==> config.mk <==
export PLATFORM = sky130hd
export DESIGN_NAME = irq_controller_flat
export DESIGN_NICKNAME = d
export VERILOG_FILES = /design/src/rtl/irq_controller_if.sv /design/src/rtl/irq_controller.sv /design/src/flat_wrapper.sv
export SDC_FILE = /design/constraint.sdc
export NUM_CORES = 1
export LEC_CHECK = 0
export BUFFER_PORTS_ARGS = -buffer_cell sky130_fd_sc_hd__buf_2
export CORE_AREA = 2 2 60 62
export CTS_BUF_LIST = sky130_fd_sc_hd__clkbuf_8 sky130_fd_sc_hd__clkbuf_16
export CTS_CLUSTER_SIZE = 10
export DETAILED_ROUTE_END_ITERATION = 6
export DIE_AREA = 0 0 62 64
export PLACE_DENSITY = 0.8
export SYNTH_ARGS = -nofsm -noshare
export SYNTH_HDL_FRONTEND = slang
export SYNTH_SLANG_ARGS = --single-unit
==> constraint.sdc <==
create_clock -name clk_i -period 2.3 [get_ports clk_i]
set_input_delay 0.23 -clock clk_i [delete_from_list [all_inputs] [get_ports clk_i]]
set_output_delay 0.23 -clock clk_i [all_outputs]
set_load 0.005 [all_outputs]
==> src/rtl/irq_controller_if.sv <==
// ============================================================================
// Module   : irq_controller_if
// Brief    : Request/trap bundle between platform interrupt lines, the core
//            and the CSR controller, as seen by irq_controller.
// Revision : 1.0 - initial release
// ============================================================================
`default_nettype none

interface irq_controller_if #(
   parameter int N_IRQ = 16
) ();
   logic [N_IRQ-1:0] irq_req_i;
   logic [31:0]      mie_i;
   logic             ready_i;
   logic             mret_i;
   logic             trap_o;
   logic [31:0]      irq_cause_o;
   logic [N_IRQ-1:0] irq_ack_o;
   logic             busy_o;

   modport slave (
      input  irq_req_i, mie_i, ready_i, mret_i,
      output trap_o, irq_cause_o, irq_ack_o, busy_o
   );

   modport master (
      output irq_req_i, mie_i, ready_i, mret_i,
      input  trap_o, irq_cause_o, irq_ack_o, busy_o
   );
endinterface

`default_nettype wire

==> src/rtl/irq_controller.sv <==
// ============================================================================
// Module   : irq_controller
// Brief    : Fixed-priority machine external interrupt controller feeding the
//            CSR trap path; one interrupt per mret round trip.
//            Define IRQ_SYNC_EN to add a 2-flop synchronizer per request line.
// Revision : 1.0 - initial release
// ============================================================================
`default_nettype none

module irq_controller #(
   parameter int N_IRQ = 16
) (
   input  logic            clk_i,
   input  logic            rst_ni,
   irq_controller_if.slave bus
);

   typedef enum logic [1:0] {
      IDLE    = 2'd0,
      REQ     = 2'd1,
      SERVICE = 2'd2
   } state_e;

   state_e           state_q, state_d;
   logic [3:0]       idx_q, idx_d;
   logic [31:0]      cause_q, cause_d;

   logic [N_IRQ-1:0] s_req;
   logic [31:0]      mie_hi;
   logic [N_IRQ-1:0] pend;
   logic [15:0]      pend_ext;
   logic             any_pend;
   logic [3:0]       win_idx;
   logic             trap;
   logic [N_IRQ-1:0] ack;
   logic             unused_mie;

`ifdef IRQ_SYNC_EN
   logic [N_IRQ-1:0] sync1_q, sync2_q;

   always_ff @(posedge clk_i or negedge rst_ni) begin
      if (!rst_ni) begin
         sync1_q <= '0;
         sync2_q <= '0;
      end else begin
         sync1_q <= bus.irq_req_i;
         sync2_q <= sync1_q;
      end
   end

   assign s_req = sync2_q;
`else
   assign s_req = bus.irq_req_i;
`endif

   assign mie_hi     = bus.mie_i >> 16;
   assign pend       = s_req & mie_hi[N_IRQ-1:0];
   assign pend_ext   = 16'(pend);
   assign any_pend   = |pend;
   assign unused_mie = ^{bus.mie_i[15:0], mie_hi[31:N_IRQ]};

   // Lowest index wins: scan downward so the last hit is the smallest index.
   always_comb begin
      win_idx = 4'd0;
      for (int i = N_IRQ - 1; i >= 0; i--) begin
         if (pend[i]) begin
            win_idx = 4'(i);
         end
      end
   end

   always_comb begin
      state_d = state_q;
      idx_d   = idx_q;
      cause_d = cause_q;
      trap    = 1'b0;
      case (state_q)
         IDLE: begin
            if (any_pend) begin
               idx_d   = win_idx;
               cause_d = {1'b1, 26'b0, 5'd16 + {1'b0, win_idx}};
               state_d = REQ;
            end
         end
         REQ: begin
            // A withdrawn or masked winner drops the request even if ready.
            if (!pend_ext[idx_q]) begin
               state_d = IDLE;
            end else if (bus.ready_i) begin
               trap    = 1'b1;
               state_d = SERVICE;
            end
         end
         SERVICE: begin
            if (bus.mret_i) begin
               state_d = IDLE;
            end
         end
         default: state_d = IDLE;
      endcase
   end

   always_comb begin
      ack = '0;
      for (int i = 0; i < N_IRQ; i++) begin
         ack[i] = trap && (idx_q == 4'(i));
      end
   end

   always_ff @(posedge clk_i or negedge rst_ni) begin
      if (!rst_ni) begin
         state_q <= IDLE;
         idx_q   <= 4'd0;
         cause_q <= 32'h0;
      end else begin
         state_q <= state_d;
         idx_q   <= idx_d;
         cause_q <= cause_d;
      end
   end

   assign bus.trap_o      = trap;
   assign bus.irq_ack_o   = ack;
   assign bus.irq_cause_o = cause_q;
   assign bus.busy_o      = (state_q != IDLE);

endmodule

`default_nettype wire

==> src/flat_wrapper.sv <==
// flat-port wrapper written by rule: the top's interface ports become plain ports
module irq_controller_flat 
#(
   parameter int N_IRQ = 16
)
  (clk_i, rst_ni, bus_irq_req_i, bus_mie_i, bus_ready_i, bus_mret_i, bus_trap_o, bus_irq_cause_o, bus_irq_ack_o, bus_busy_o);
  irq_controller_if #(.N_IRQ(N_IRQ)) bus_i ();
  input  logic clk_i;
  input  logic rst_ni;
  input wire logic [$bits(bus_i.irq_req_i)-1:0] bus_irq_req_i;
  input wire logic [$bits(bus_i.mie_i)-1:0] bus_mie_i;
  input wire logic [$bits(bus_i.ready_i)-1:0] bus_ready_i;
  input wire logic [$bits(bus_i.mret_i)-1:0] bus_mret_i;
  output wire logic [$bits(bus_i.trap_o)-1:0] bus_trap_o;
  output wire logic [$bits(bus_i.irq_cause_o)-1:0] bus_irq_cause_o;
  output wire logic [$bits(bus_i.irq_ack_o)-1:0] bus_irq_ack_o;
  output wire logic [$bits(bus_i.busy_o)-1:0] bus_busy_o;
  assign bus_i.irq_req_i = bus_irq_req_i;
  assign bus_i.mie_i = bus_mie_i;
  assign bus_i.ready_i = bus_ready_i;
  assign bus_i.mret_i = bus_mret_i;
  assign bus_trap_o = bus_i.trap_o;
  assign bus_irq_cause_o = bus_i.irq_cause_o;
  assign bus_irq_ack_o = bus_i.irq_ack_o;
  assign bus_busy_o = bus_i.busy_o;
  irq_controller #(.N_IRQ(N_IRQ)) u_core (.clk_i(clk_i), .rst_ni(rst_ni), .bus(bus_i));
endmodule
==> results by group <==
Worst setup path
  – CP Capture Type: primary output
  – WP depth: 7
  – Critical Path End: bus_irq_ack_o[3]
  – Critical path class: flip-flop to primary output
  – CP Launch Type: flip-flop
  – Critical path origin: u_core.idx_q[1]
  – Crit Path Max Fanout: 14
  – Worst stage delay on the critical path: approximately 0.51 ns
  – R2r endpoint: u_core.state_q[1]
  – R2R Setup Slk: 0.38 ns
  – Required time of the critical path: 2.07 ns
  – Worst flop-to-flop path startpoint: u_core.idx_q[1]
  – Worst path slowest cell: mux4_2
  – CP Data Arrival Time: 2.42 ns
  – Worst-path cell chain: inv_2, mux4_2, a211o_1, a2111o_1, buf_12, nor4_1, buf_2
  – CP delay by family, top: compound AO/OA/AOI/OAI gates
  – CP Buf/Inv Count: 3
  – R2R depth: 6

Place
  – Routability cong.: approximately 0.73
  – PortBufs: 59
  – Hpwl dp: 2.46 mm

Synthesis
  – Top_reg_cell synth: dfrtp_1
  – Share of flip-flops with an asynchronous set or reset: 1.00
  – Top cells by area, synth: buf_4, dfrtp_1, nand2_1
  – Leading area contributor after synthesis: buf_4
  – Share of the synthesized area in the top cell type: 0.194
  – Syn Inst Count: 142
  – #FFs+latches synth: 7
  – Yosys cell types: 38
  – Number of warnings issued by yosys: 0
  – Post-synth EDFFs: 0
  – Syn_area_per_cell: 7.37 um^2
  – Post-synthesis sequential area ratio: 0.167
  – Synthesized area: 1050 um^2

Timing
  – Period utilization: 1.15
  – TNS Setup: -4.65 ns
  – RSZ-0062 raised after global routing: yes
  – Achievable Freq: between 0.3 and 0.4 GHz
  – Final WS setup: -0.349 ns
  – Setup Viol. Count Final: 17
  – Clock skew: ~0.00052 ns
  – Post-layout minimum cycle time: 2.65 ns
  – Final Max Slew Viols: 0
  – Hold Fails Final Rpt: 0

CTS
  – Clk sinks: 7
  – CTS buffer count: 3
  – H-Tree Level Count: 1
  – Clk buf depth: 2
  – Worst-path clk slew: 0.04 ns
  – CTS tree: done
  – Worst-skew pair later-pin latency: 0.22 ns
  – CTS Root Cell: clkbuf_8

Power
  – Part of the power in combinational logic: 0.700
  – Clk pwr share: 0.128
  – Pint: 674 uW
  – Net load switching power: between 600 and 700 uW
  – Pwr per Cell Area: 824 nW/um^2
  – Worst vdd ir: between 0.3 and 0.4 mV
  – Power, Total: ~1.3 mW
  – Sequential share of power: 0.171
  – Leakage: about 0.85 nW
  – Net Sw Frac: 0.481

Run
  – Max capacitance violation total: 0

Route
  – Final ANT Viol Nets: 0
  – Via count: between 1000 and 1500
  – Vias per Instance: 4.81
  – Initial drt markers: around 60
  – Drt pass-1 iters: 4
  – Avg WL per Cell: 11.1 um
  – Residual DRC count: 0
  – Total Wirelength: 2.89 mm

GRT
  – Largest net degree at the start of global routing: 15
  – Vias in the first global route: 1086
  – First-pass GRT wire length: 4.72 mm
  – Tot GR Track Use: 0.151
  – Grt total ovfl: 0
  – Initial antenna violation count: 0

Worst hold path
  – Hold_sp: bus_ready_i
  – Hold Path Class: input port to flip-flop

Floorplanning
  – Die Span X: approximately 62 um
  – Die height: about 64 um
  – IO Pins: approximately 100
  – Initial Util: 0.318
  – Core Footprint: 3280 um^2
  – Full die area: 3970 um^2
  – Row count: 21

Final layout
  – Layout Nets: around 270
  – Core Util, Final: 0.480
  – Reg area: 175 um^2
  – Commonest non-fill, non-tap cell in the layout: buf_2
  – FILL cells: 345
  – Antenna Cells: 0
  – Multi-input gate area: 813 um^2
  – Fraction of layout cells with a size suffix above 1: 0.453
  – Layout area overhead: 50.6%
  – Commonest non-fill, non-tap cells in the layout: buf_2, conb_1, nand2_1

Run status
  – Failing checks: setup timing
  – Run status: finished, violations left
cell usage after synthesis (2+ instances only):
library cell	number
buf_4	27
nand2_1	21
nor3_1	8
a21oi_1	7
dfrtp_1	7
a22o_1	6
nor4_1	6
clkbuf_1	5
inv_1	5
o21ai_0	5
nand3_1	4
nor2_1	4
o2111ai_1	4
a22oi_1	3
nand2b_1	3
a211o_1	2
buf_6	2
inv_2	2
mux4_2	2
sequential cells by signal, summed over array words and instances, names as in the netlist:
name / cells
u_core.bus.irq_cause_o: 2
u_core.idx_q: 3
u_core.state_q: 2
worst min path at each step:
stage | end | slack (ns) | cells after the start
final | u_core.state_q[0] | 0.21 | 2
after global routing | u_core.state_q[0] | 0.22 | 2
after CTS | u_core.state_q[0] | 0.20 | 2
after detailed placement | u_core.idx_q[1] | 0.07 | 1
after global placement | u_core.bus.irq_cause_o[4] | 0.07 | 1
after floorplan | u_core.bus.irq_cause_o[3] | -0.07 | 0
metrics by stage:
step | instances | cell area, um^2 | setup WS [ns] | hold WS [ns]
finish | 260 | 1580 | -0.349 | 0.208
global route | 260 | 1580 | -0.467 | 0.221
CTS | 260 | 1560 | -0.351 | 0.202
detailed placement | 253 | 1470 | -0.176 | 0.0712
global placement | 253 | 1470 | -0.178 | 0.0684
floorplan | 167 | 1230 | 0.0124 | -0.0656
power groups by stage:
stage / Combinational (mW) / Clock [mW] / Sequential, mW
after detailed placement: 0.863 / 0 / 0.223
after CTS: 0.910 / 0.173 / 0.221
after global placement: 0.852 / 0 / 0.220
after floorplan: 0.591 / 0 / 0.203
final: 0.909 / 0.167 / 0.222
after global routing: 1.00 / 0.185 / 0.230
worst reg2reg max path: cells and delay by family (launching register included):
family | cells | cell delay (ns)
AOI/OAI and AO/OA | 2 | 0.65
buffers and inverters | 2 | 0.28
DFF | 1 | 0.38
muxes | 1 | 0.51
and+or+nand+nor | 1 | 0.05
repair_timing:
item / in CTS / in global routing
pin swaps: 1 / 0
gates resized for setup: 3 / 2
setup buffers: 2 / 0
endpoints found under the setup margin: 17 / 17
endpoints found under the hold margin: 7 / 0
hold buffers: 1 / 0
final cells by class:
cell class / instances / share of cell area
clock inverter: 1 / 0.00238
inverter: 7 / 0.0167
multi-input combinational: 119 / 0.516
timing repair buffer: 77 / 0.291
sequential: 7 / 0.111
tap: 46 / 0.0365
clock buffer: 3 / 0.0262
layer usage:
| metal | share of wire | global-route usage |
|---|---|---|
| met1 | 0.42 | 0.202 |
| met2 | 0.50 | 0.246 |
| met3 | 0.084 | 0.0344 |
| met4 | 0 | 0.0239 |
| met5 | 0 | 0 |
cell families after synthesis:
family | Yosys count | synth area share
buffers and inverters | 41 | 0.258
AND/OR/NAND/NOR | 55 | 0.274
multiplexers | 3 | 0.0526
other | 1 | 0.00359
AO/OA/AOI/OAI | 35 | 0.244
flip-flops | 7 | 0.167
Note: power is estimated with default switching activity, not from simulation.
